--- src/rtl/lsu_bus_ctrl_pkg.sv ---
// ============================================================================
// Module   : lsu_bus_ctrl_pkg
// Purpose  : Shared encodings, FSM states and helpers for the LSU bus controller.
// Revision : 1.0
// ============================================================================
`default_nettype none

package lsu_bus_ctrl_pkg;

    localparam int c_DATA_W = 32;
    localparam int c_BE_W   = c_DATA_W / 8;

    // Load op encodings; bits [1:0] give the access size, bit 2 selects zero-extension.
    localparam logic [2:0] c_LB  = 3'b000;
    localparam logic [2:0] c_LH  = 3'b001;
    localparam logic [2:0] c_LW  = 3'b010;
    localparam logic [2:0] c_LBU = 3'b100;
    localparam logic [2:0] c_LHU = 3'b101;

    localparam logic [1:0] c_SB = 2'b00;
    localparam logic [1:0] c_SH = 2'b01;
    localparam logic [1:0] c_SW = 2'b10;

    localparam logic [1:0] c_SZ_BYTE = 2'b00;
    localparam logic [1:0] c_SZ_HALF = 2'b01;

    localparam logic [1:0] c_ST_IDLE = 2'b00;
    localparam logic [1:0] c_ST_REQ  = 2'b01;
    localparam logic [1:0] c_ST_RESP = 2'b10;
    localparam logic [1:0] c_ST_DONE = 2'b11;

    function automatic logic is_misaligned(input logic [1:0] size, input logic [1:0] off);
        logic r;
        case (size)
            c_SZ_BYTE: r = 1'b0;
            c_SZ_HALF: r = off[0];
            default:   r = (off != 2'b00);
        endcase
        return r;
    endfunction

endpackage

`default_nettype wire

--- src/rtl/lsu_bus_ctrl_if.sv ---
// ============================================================================
// Module   : lsu_bus_ctrl_if
// Purpose  : Data-bus request/ready/rvalid interface between LSU and memory.
// Revision : 1.0
// ============================================================================
`default_nettype none

interface lsu_bus_ctrl_if;
    import lsu_bus_ctrl_pkg::*;

    logic                dbus_req;
    logic                dbus_write;
    logic [c_DATA_W-1:0] dbus_addr;
    logic [c_DATA_W-1:0] dbus_wdata;
    logic [c_BE_W-1:0]   dbus_byte_en;
    logic                dbus_ready;
    logic                dbus_rvalid;
    logic [c_DATA_W-1:0] dbus_rdata;

    modport master (
        output dbus_req, dbus_write, dbus_addr, dbus_wdata, dbus_byte_en,
        input  dbus_ready, dbus_rvalid, dbus_rdata
    );

    modport slave (
        input  dbus_req, dbus_write, dbus_addr, dbus_wdata, dbus_byte_en,
        output dbus_ready, dbus_rvalid, dbus_rdata
    );

endinterface

`default_nettype wire

--- src/rtl/lsu_bus_ctrl_align.sv ---
// ============================================================================
// Module   : lsu_bus_ctrl_align
// Purpose  : Store lane replication / byte enables and load extract / extension.
// Revision : 1.0
// ============================================================================
`default_nettype none

module lsu_bus_ctrl_align
    import lsu_bus_ctrl_pkg::*;
(
    input  logic [1:0]          st_size_i,
    input  logic [1:0]          st_off_i,
    input  logic [c_DATA_W-1:0] st_data_i,
    output logic [c_DATA_W-1:0] st_wdata_o,
    output logic [c_BE_W-1:0]   st_be_o,
    input  logic [2:0]          ld_op_i,
    input  logic [1:0]          ld_off_i,
    input  logic [c_DATA_W-1:0] ld_word_i,
    output logic [c_DATA_W-1:0] ld_data_o
);

    logic [c_DATA_W-1:0] w_shifted;

    always_comb begin
        st_wdata_o = st_data_i;
        st_be_o    = 4'b1111;
        case (st_size_i)
            c_SZ_BYTE: begin
                st_wdata_o = {4{st_data_i[7:0]}};
                st_be_o    = 4'b0001 << st_off_i;
            end
            c_SZ_HALF: begin
                st_wdata_o = {2{st_data_i[15:0]}};
                st_be_o    = st_off_i[1] ? 4'b1100 : 4'b0011;
            end
            default: ;
        endcase
    end

    // The addressed byte/halfword is brought down to bit 0 before extension.
    assign w_shifted = ld_word_i >> {ld_off_i, 3'b000};

    always_comb begin
        ld_data_o = w_shifted;
        case (ld_op_i)
            c_LB:    ld_data_o = {{24{w_shifted[7]}}, w_shifted[7:0]};
            c_LH:    ld_data_o = {{16{w_shifted[15]}}, w_shifted[15:0]};
            c_LBU:   ld_data_o = {24'd0, w_shifted[7:0]};
            c_LHU:   ld_data_o = {16'd0, w_shifted[15:0]};
            default: ld_data_o = w_shifted;
        endcase
    end

endmodule

`default_nettype wire

--- src/rtl/lsu_bus_ctrl.sv ---
// ============================================================================
// Module   : lsu_bus_ctrl
// Purpose  : Load/store unit bus controller; one bus transaction per access, stalling EX.
// Revision : 1.0
// ============================================================================
`default_nettype none

module lsu_bus_ctrl
    import lsu_bus_ctrl_pkg::*;
#(
    parameter int DATA_W = 32,
    parameter int BE_W   = DATA_W / 8
)(
    input  logic              clk,
    input  logic              rst,
    input  logic              ex_mem_rd_i,
    input  logic              ex_mem_wr_i,
    input  logic [2:0]        ex_mem_rd_op_i,
    input  logic [1:0]        ex_mem_wr_op_i,
    input  logic [DATA_W-1:0] lsu_addr_i,
    input  logic [DATA_W-1:0] lsu_wdata_i,
    output logic              lsu_stall_o,
    output logic [DATA_W-1:0] lsu_rdata_o,
    output logic              lsu_rdata_valid_o,
    output logic              load_misaligned_o,
    output logic              store_misaligned_o,
    lsu_bus_ctrl_if.master    dbus
);

    logic [1:0]        state_q, state_d;
    logic              req_q;
    logic              write_q;
    logic [DATA_W-1:0] addr_q;
    logic [DATA_W-1:0] wdata_q;
    logic [BE_W-1:0]   be_q;
    logic [2:0]        rd_op_q;
    logic [1:0]        off_q;
    logic [DATA_W-1:0] rdata_q;
    logic              rvalid_q;

    logic              w_idle;
    logic              w_access;
    logic [1:0]        w_size;
    logic              w_mis;
    logic              w_start;
    logic [DATA_W-1:0] w_st_wdata;
    logic [BE_W-1:0]   w_st_be;
    logic [DATA_W-1:0] w_ld_data;

    // A simultaneous load and store is treated as the load.
    always_comb begin
        w_idle             = (state_q == c_ST_IDLE);
        w_access           = ex_mem_rd_i | ex_mem_wr_i;
        w_size             = ex_mem_rd_i ? ex_mem_rd_op_i[1:0] : ex_mem_wr_op_i;
        w_mis              = is_misaligned(w_size, lsu_addr_i[1:0]);
        load_misaligned_o  = w_idle & ex_mem_rd_i & w_mis;
        store_misaligned_o = w_idle & ~ex_mem_rd_i & ex_mem_wr_i & w_mis;
        w_start            = w_idle & w_access & ~w_mis;
        lsu_stall_o        = w_start | (state_q == c_ST_REQ) | (state_q == c_ST_RESP);
    end

    always_comb begin
        state_d = state_q;
        case (state_q)
            c_ST_IDLE: if (w_start) state_d = c_ST_REQ;
            c_ST_REQ:  if (dbus.dbus_ready) state_d = write_q ? c_ST_DONE : c_ST_RESP;
            c_ST_RESP: if (dbus.dbus_rvalid) state_d = c_ST_DONE;
            default:   state_d = c_ST_IDLE;
        endcase
    end

    lsu_bus_ctrl_align u_align (
        .st_size_i  (w_size),
        .st_off_i   (lsu_addr_i[1:0]),
        .st_data_i  (lsu_wdata_i),
        .st_wdata_o (w_st_wdata),
        .st_be_o    (w_st_be),
        .ld_op_i    (rd_op_q),
        .ld_off_i   (off_q),
        .ld_word_i  (dbus.dbus_rdata),
        .ld_data_o  (w_ld_data)
    );

    always_ff @(posedge clk) begin
        if (rst) begin
            state_q  <= c_ST_IDLE;
            req_q    <= 1'b0;
            write_q  <= 1'b0;
            addr_q   <= '0;
            wdata_q  <= '0;
            be_q     <= '0;
            rd_op_q  <= c_LB;
            off_q    <= 2'b00;
            rdata_q  <= '0;
            rvalid_q <= 1'b0;
        end else begin
            state_q  <= state_d;
            rvalid_q <= 1'b0;
            case (state_q)
                c_ST_IDLE: begin
                    if (w_start) begin
                        req_q   <= 1'b1;
                        write_q <= ~ex_mem_rd_i;
                        addr_q  <= {lsu_addr_i[DATA_W-1:2], 2'b00};
                        wdata_q <= w_st_wdata;
                        be_q    <= w_st_be;
                        rd_op_q <= ex_mem_rd_op_i;
                        off_q   <= lsu_addr_i[1:0];
                    end
                end
                c_ST_REQ: begin
                    if (dbus.dbus_ready) req_q <= 1'b0;
                end
                c_ST_RESP: begin
                    if (dbus.dbus_rvalid) begin
                        rdata_q  <= w_ld_data;
                        rvalid_q <= 1'b1;
                    end
                end
                default: ;
            endcase
        end
    end

    assign dbus.dbus_req      = req_q;
    assign dbus.dbus_write    = write_q;
    assign dbus.dbus_addr     = addr_q;
    assign dbus.dbus_wdata    = wdata_q;
    assign dbus.dbus_byte_en  = be_q;
    assign lsu_rdata_o        = rdata_q;
    assign lsu_rdata_valid_o  = rvalid_q;

endmodule

`default_nettype wire

--- src/flat_wrapper.sv ---
// flat-port wrapper written by rule: the top's interface ports become plain ports
module lsu_bus_ctrl_flat import lsu_bus_ctrl_pkg::*;
#(
    parameter int DATA_W = 32,
    parameter int BE_W   = DATA_W / 8
)
  (clk, rst, ex_mem_rd_i, ex_mem_wr_i, ex_mem_rd_op_i, ex_mem_wr_op_i, lsu_addr_i, lsu_wdata_i, lsu_stall_o, lsu_rdata_o, lsu_rdata_valid_o, load_misaligned_o, store_misaligned_o, dbus_dbus_req, dbus_dbus_write, dbus_dbus_addr, dbus_dbus_wdata, dbus_dbus_byte_en, dbus_dbus_ready, dbus_dbus_rvalid, dbus_dbus_rdata);
  lsu_bus_ctrl_if dbus_i ();
  input  logic clk;
  input  logic rst;
  input  logic ex_mem_rd_i;
  input  logic ex_mem_wr_i;
  input  logic [2:0] ex_mem_rd_op_i;
  input  logic [1:0] ex_mem_wr_op_i;
  input  logic [DATA_W-1:0] lsu_addr_i;
  input  logic [DATA_W-1:0] lsu_wdata_i;
  output logic lsu_stall_o;
  output logic [DATA_W-1:0] lsu_rdata_o;
  output logic lsu_rdata_valid_o;
  output logic load_misaligned_o;
  output logic store_misaligned_o;
  output wire logic [$bits(dbus_i.dbus_req)-1:0] dbus_dbus_req;
  output wire logic [$bits(dbus_i.dbus_write)-1:0] dbus_dbus_write;
  output wire logic [$bits(dbus_i.dbus_addr)-1:0] dbus_dbus_addr;
  output wire logic [$bits(dbus_i.dbus_wdata)-1:0] dbus_dbus_wdata;
  output wire logic [$bits(dbus_i.dbus_byte_en)-1:0] dbus_dbus_byte_en;
  input wire logic [$bits(dbus_i.dbus_ready)-1:0] dbus_dbus_ready;
  input wire logic [$bits(dbus_i.dbus_rvalid)-1:0] dbus_dbus_rvalid;
  input wire logic [$bits(dbus_i.dbus_rdata)-1:0] dbus_dbus_rdata;
  assign dbus_dbus_req = dbus_i.dbus_req;
  assign dbus_dbus_write = dbus_i.dbus_write;
  assign dbus_dbus_addr = dbus_i.dbus_addr;
  assign dbus_dbus_wdata = dbus_i.dbus_wdata;
  assign dbus_dbus_byte_en = dbus_i.dbus_byte_en;
  assign dbus_i.dbus_ready = dbus_dbus_ready;
  assign dbus_i.dbus_rvalid = dbus_dbus_rvalid;
  assign dbus_i.dbus_rdata = dbus_dbus_rdata;
  lsu_bus_ctrl #(.DATA_W(DATA_W), .BE_W(BE_W)) u_core (.clk(clk), .rst(rst), .ex_mem_rd_i(ex_mem_rd_i), .ex_mem_wr_i(ex_mem_wr_i), .ex_mem_rd_op_i(ex_mem_rd_op_i), .ex_mem_wr_op_i(ex_mem_wr_op_i), .lsu_addr_i(lsu_addr_i), .lsu_wdata_i(lsu_wdata_i), .lsu_stall_o(lsu_stall_o), .lsu_rdata_o(lsu_rdata_o), .lsu_rdata_valid_o(lsu_rdata_valid_o), .load_misaligned_o(load_misaligned_o), .store_misaligned_o(store_misaligned_o), .dbus(dbus_i));
endmodule
--- config.mk ---
export PLATFORM = sky130hd
export DESIGN_NAME = lsu_bus_ctrl_flat
export DESIGN_NICKNAME = d
export VERILOG_FILES = /design/src/rtl/lsu_bus_ctrl_pkg.sv /design/src/rtl/lsu_bus_ctrl_if.sv /design/src/rtl/lsu_bus_ctrl_align.sv /design/src/rtl/lsu_bus_ctrl.sv /design/src/flat_wrapper.sv
export SDC_FILE = /design/constraint.sdc
export NUM_CORES = 1
export LEC_CHECK = 0
export BUFFER_PORTS_ARGS = -buffer_cell sky130_fd_sc_hd__buf_2
export CAP_MARGIN = 40
export CORE_ASPECT_RATIO = 1.5
export CORE_UTILIZATION = 47
export CTS_CLUSTER_DIAMETER = 40
export CTS_CLUSTER_SIZE = 10
export DETAILED_ROUTE_END_ITERATION = 7
export GPL_ROUTABILITY_DRIVEN = 0
export PLACE_DENSITY = 0.8
export SETUP_SLACK_MARGIN = 0.5
export SLEW_MARGIN = 20
export SYNTH_ARGS = -nofsm -noshare
export SYNTH_HDL_FRONTEND = slang
export SYNTH_SLANG_ARGS = --single-unit
--- constraint.sdc ---
create_clock -name clk -period 2.3 [get_ports clk]
set_input_delay 0.115 -clock clk [delete_from_list [all_inputs] [get_ports clk]]
set_output_delay 0.115 -clock clk [all_outputs]
set_load 0.05 [all_outputs]
* Word level (Yosys, flattened, before mapping) *
Cells that the tools add are included.

storage, ports and cells
  flip-flop bits (word level) = 108
  output and inout port bits = 106
  input bits = 107
  word-level logic and storage cells = 59

cells by class
  shift operators = 2
  mux-type cells = 15
  eq/ne operators = 9
  reductions and logical operators = 10
  bitwise logic cells = 13

operator list
  kind                                                                    number
  32-bit one-hot mux with 4 select lines                                  1
  32-bit one-hot mux with 2 select lines                                  1
  32-bit by 5-bit >> shifter with 32-bit output                           1
  2-bit 2-to-1 mux                                                        4
  4-bit one-hot mux with 2 select lines                                   1
  1-bit bitwise AND                                                       7
  3-bit equality test (second input constant)                             2
  2-bit inequality test (second input constant)                           3
  2-bit one-hot mux with 3 select lines                                   1
  3-bit AND reduction                                                     2
  2-bit by 1-bit equality test with 1-bit output (second input constant)  2
  2-bit zero test                                                         2
  1-bit 2-to-1 mux                                                        4
  4-bit 2-to-1 mux                                                        1
  1-bit one-hot mux with 2 select lines                                   2
  2-bit AND reduction                                                     2
  2-bit nonzero test                                                      2
  1-bit by 2-bit << shifter with 4-bit output (first input constant)      1
  3-bit by 1-bit equality test with 1-bit output (second input constant)  1
  3-bit zero test                                                         1
  1-bit inverter                                                          3
  1-bit OR                                                                3
  2-bit equality test (second input constant)                             1
  2-bit OR reduction                                                      1

* Logic depth before layout (Yosys ltp) *
  depth after elaboration = 7
  gate-level depth with buffers = 9
  gate-level depth less buffers = 7

* Cells and area by module *
Synthesis repeated with hierarchy kept, for this count alone.

second synthesis, totals
  cells, all modules = 675
  area, all modules = 5332.6 um^2

modules (own cells, without submodules)
  module              instances  seq. area each (um^2)  cells an instance  area an instance (um^2)
  lsu_bus_ctrl        1          2162.1                 500                4005.1
  lsu_bus_ctrl_align  1          0.0                    175                1327.5

* Worst setup path after synthesis *
Ideal clock, no wire load.

  path type = input-to-output
  start = in ex_mem_rd_i
  end = out store_misaligned_o
  buffers on the path = 2
  arrival time = 2317 ps
  stages = 6
  path slack = -132 ps
  path through = buf_2 -> mux2_4 -> a21o_1 -> clkbuf_1 -> nand3_1 -> nor3b_1

between the ends
  longest elaborated chain between the ends = 4

RTL lines
  element                                                                     line                                        RTL
  start: declaration                                                          flat_wrapper.sv:11                          input logic ex_mem_rd_i;
  2-bit 2-to-1 mux or 1-bit inverter (tied branches)                          lsu_bus_ctrl.sv:54, lsu_bus_ctrl.sv:57
  2-bit by 1-bit equality test with 1-bit output (tied with other cells)      lsu_bus_ctrl_pkg.sv:34                      case (size)
  1-bit one-hot mux with 2 select lines or 1-bit bitwise AND (tied branches)  lsu_bus_ctrl_pkg.sv:34, lsu_bus_ctrl.sv:57
  1-bit bitwise AND *                                                         lsu_bus_ctrl.sv:57                          store_misaligned_o = w_idle & ~ex_mem_rd_i & ex_mem_wr_i & w_mis;
  end: declaration                                                            flat_wrapper.sv:21                          output logic store_misaligned_o;

Every way passes the cells marked *; elsewhere a longest branch is shown, timed or not.

* Worst setup path in the final report *
  start = in ex_mem_rd_i
  end = reg u_core.wdata_q[18] (netlist: u_core.dbus.dbus_wdata[18])

between the ends
  longest elaborated chain between the ends = 6

RTL lines
  element                                                                            line                                              RTL
  2-bit 2-to-1 mux                                                                   lsu_bus_ctrl.sv:54                                w_size = ex_mem_rd_i ? ex_mem_rd_op_i[1:0] : ex_mem_wr_op_i;
  2-bit by 1-bit equality test with 1-bit output or 2-bit zero test (tied branches)  lsu_bus_ctrl_pkg.sv:34, lsu_bus_ctrl_align.sv:27
  1-bit one-hot mux with 2 select lines                                              lsu_bus_ctrl_pkg.sv:34
  1-bit inverter                                                                     lsu_bus_ctrl.sv:58                                w_start = w_idle & w_access & ~w_mis;
  1-bit bitwise AND                                                                  lsu_bus_ctrl.sv:58
  2-bit AND reduction (no source line)                                               --
  end signal: assignment                                                             lsu_bus_ctrl.sv:105                               wdata_q <= w_st_wdata;
  end: declaration                                                                   lsu_bus_ctrl.sv:34                                logic [DATA_W-1:0] wdata_q;

Several ways; a longest one is shown, not always the timed one.
A chain may end at the register's enable or synchronous reset.

==> key figures <==
Status
  – Outcome: completed

Clock network
  – Worst skew pair latency: 350 ps
  – H-tree Lvls: 3
  – CTS Root Buffer Type: clkbuf_16
  – Max clock buf depth: 2
  – CTS tree: yes
  – Clock sinks: 108
  – Clock-pin slew on the worst setup and hold paths: 70 ps
  – Total CTS buffers: 9

Timing
  – Setup-failing EPs final: 0
  – Max-slew headroom: 0.438
  – Achievable frequency: 557 MHz
  – Setup Skew: 7.23 ps
  – Slew @ Worst Pin: 842 ps
  – Final Hold Fails: 0
  – Fin. max-slew vios: 0
  – Final worst slack: 504 ps
  – Unrepaired setup endpoints after global routing: true
  – Final hold slack: 7.04 ps
  – Tcrit/Tclk final: 0.781
  – Fin crit period: 1800 ps
  – TNS Setup: 0 ps

Die
  – IO Pins: 213
  – Initial core utilization: 0.487
  – Die area: 0.0110 mm^2
  – FP Rows: 45
  – Die Y: 128 um
  – Core area: 0.0102 mm^2
  – Die Wd: 86.1 um

Synthesis
  – Yosys top cell by area: dfxtp_1
  – Syn_area_per_cell: 7.75 um^2
  – Post-Synth XOR/XNOR Area: 0
  – Largest family of logic cells by synthesized area: compound AO/OA/AOI/OAI gates
  – Post-synthesis compound-gate area fraction: 0.241
  – Async set-reset flop share out of synthesis: 0
  – Post-synthesis simple-gate area fraction: 0.180
  – Register area share after synthesis: 0.433
  – Post-synthesis adder-cell area fraction: 0.0100
  – Unique masters post-synth: 38
  – Top post-synthesis cells by area: dfxtp_1 43%, nand2_1 12%, a21oi_1 9.6%
  – Top cell type's share of synthesized area: 0.433
  – Yosys warnings: 0
  – Post-synthesis mux area share: 0.0737
  – Mapped Area: 0.00499 mm^2
  – Main synth FF type: dfxtp_1
  – Synthesized flop and latch total: 108
  – Post-synth EDFFs: 0
  – Mapped Cells: 644

GRT
  – Initial antenna violation count: 0
  – Met3 GRT Util: 0.0547
  – Vias in the first global route: 5,411
  – Largest net degree at the start of global routing: 85
  – First-pass GRT wire length: 24,900 um
  – Met1 Use GR: 0.293
  – Most Used Layer, Global Route: met2
  – Met2 usage: 0.512
  – GRT overflow: 0
  – Global-route total usage across every layer: 0.285

Final layout
  – Area delta synth->final: 35.5%
  – Layout cells sized above 1: 0.326
  – Filler cells: 896
  – Final nets: 959
  – N_diodes: 0
  – Cell Count, Final, Fillers Out: 994

Detailed routing
  – Initial DRC Count: 245
  – WL per Instance: 15.9 um
  – DRT antenna net count: 0
  – # DRC: 0
  – Vias: 5,491
  – Routed vias/inst: 5.52
  – Post-Route WL: 15,800 um
  – TritonRoute pass-1 iters: 6

Power and ir drop
  – P_leak: 0.00319 uW
  – Final Total Pwr: 7580 uW
  – Cell area power density: 1120 mW/mm^2
  – Worst vdd ir: 0.703 mV

Placement
  – I/O Buffers: 210
  – Detailed Place HPWL: 11,400 um
  – Pre-CTS WS: 227 ps
  – Inst Count DP: 959

Critical path
  – Critical-path top delay cell: mux2_4
  – Critical path class: in2reg
  – Critical path required time: 2530 ps
  – Slowest cell delay on critical path: 400 ps
  – Worst-path cell chain: buf_2, mux2_4, a21o_1, a211oi_4, buf_12, nor2_1, a311oi_1
  – Critical path capture point type: flop
  – Startpoint types: input pin
  – Crit path DAT: 2030 ps
  – CP max FO: 43

Worst hold path
  – Min-Delay Path Class: in2reg

Run
  – Max cap viols: 0
cell type report:
cell class | instances | area [um^2] | share of cell area
tap | 141 | 176 | 0.0261
multi-input combinational | 465 | 2620 | 0.387
sequential | 108 | 2160 | 0.320
inverter | 17 | 65.1 | 0.00962
timing repair buffer | 247 | 1430 | 0.212
clock buffer | 9 | 225 | 0.0333
clock inverter | 7 | 81.3 | 0.0120
final timing paths:
| kind | end | cells after the start | start | slack, ps |
|---|---|---|---|---|
| min | u_core.dbus.dbus_addr[8] | 3 | lsu_addr_i[8] | 7 |
| min reg2reg | u_core.dbus.dbus_addr[13] | 2 | u_core.dbus.dbus_addr[13] | 460 |
| max | u_core.dbus.dbus_wdata[18] | 7 | ex_mem_rd_i | 500 |
| max reg2reg | u_core.dbus.dbus_wdata[18] | 7 | u_core.state_q[1] | 560 |
metrics by stage:
stage / instance area, um^2 / utilization
after CTS: 6700 / 0.654
after detailed placement: 6170 / 0.602
after global routing: 6760 / 0.660
after floorplan: 5010 / -
final: 6760 / 0.660
after global placement: 6170 / 0.602
Yosys cell counts, drive strengths merged, types with 11 or more instances:
| library cell | count |
|---|---|
| a211oi | 24 |
| dfxtp | 108 |
| mux2i | 24 |
| buf | 24 |
| clkbuf | 31 |
| nor3 | 14 |
| o21ai | 33 |
| nand2 | 159 |
| nor2 | 45 |
| mux2 | 11 |
| a21oi | 96 |
| inv | 15 |
per-layer routing:
metal  share of wire  vias to the layer above
met3           0.080                       59
met1            0.35                     2495
met4           0.057                        0
met5               0                        -
met2            0.51                      314
li1                -                     2623
what timing repair did:
action / in CTS / in global routing
cloned: 0 / 0
gates resized for setup: 14 / 8
endpoints found under the hold margin: 16 / 0
buffers inserted: 2 / 0
hold buffers: 16 / 0
pin swaps: 1 / 1
endpoints found under the setup margin: 50 / 23
placed cells by master (no fill, tap or decap), types with 2 or more instances in the layout:
cell           count
dlygate4sd3_1     16
a211oi_1          22
clkbuf_16          9
conb_1             2
buf_12             2
a221oi_1           8
buf_2            207
buf_4             17
nor3_1            14
ha_1               3
clkinv_2           2
nor2_1            44
inv_1             13
o211ai_1           7
and2_1             2
dfxtp_1          106
inv_6              3
mux2i_1           24
inv_2              2
a21oi_1           95
nor2b_1            3
a311oi_1          10
o211a_1            8
buf_6              3
nand2_1          159
mux2_2            10
o21ai_0           33
dfxtp_2            2
where the power goes:
group,switching (uW),internal [uW]
registers,229,2250
clock network,719,864
logic,2520,991
worst max-delay path, delay by kind of cell:
family	cells	cell delay (ps)
AO/OA/AOI/OAI	3	980
buffers and inverters	2	430
multiplexers	1	400
AND/OR/NAND/NOR	1	80
registers in the layout (all words and copies together) (netlist names):
signal	flops
u_core.lsu_rdata_valid_o	1
u_core.dbus.dbus_wdata	32
u_core.lsu_rdata_o	32
u_core.dbus.dbus_write	1
u_core.off_q	2
u_core.state_q	2
u_core.dbus.dbus_addr	30
u_core.dbus.dbus_req	1
u_core.rd_op_q	3
u_core.dbus.dbus_byte_en	4
logic make-up after synthesis:
kind of cell	after synthesis
buffers and inverters	72
AOI/OAI and AO/OA	196
other	1
DFF	108
and+or+nand+nor	228
adders and majority gates	4
muxes	35
No activity file was read; power rests on OpenSTA's default activity.
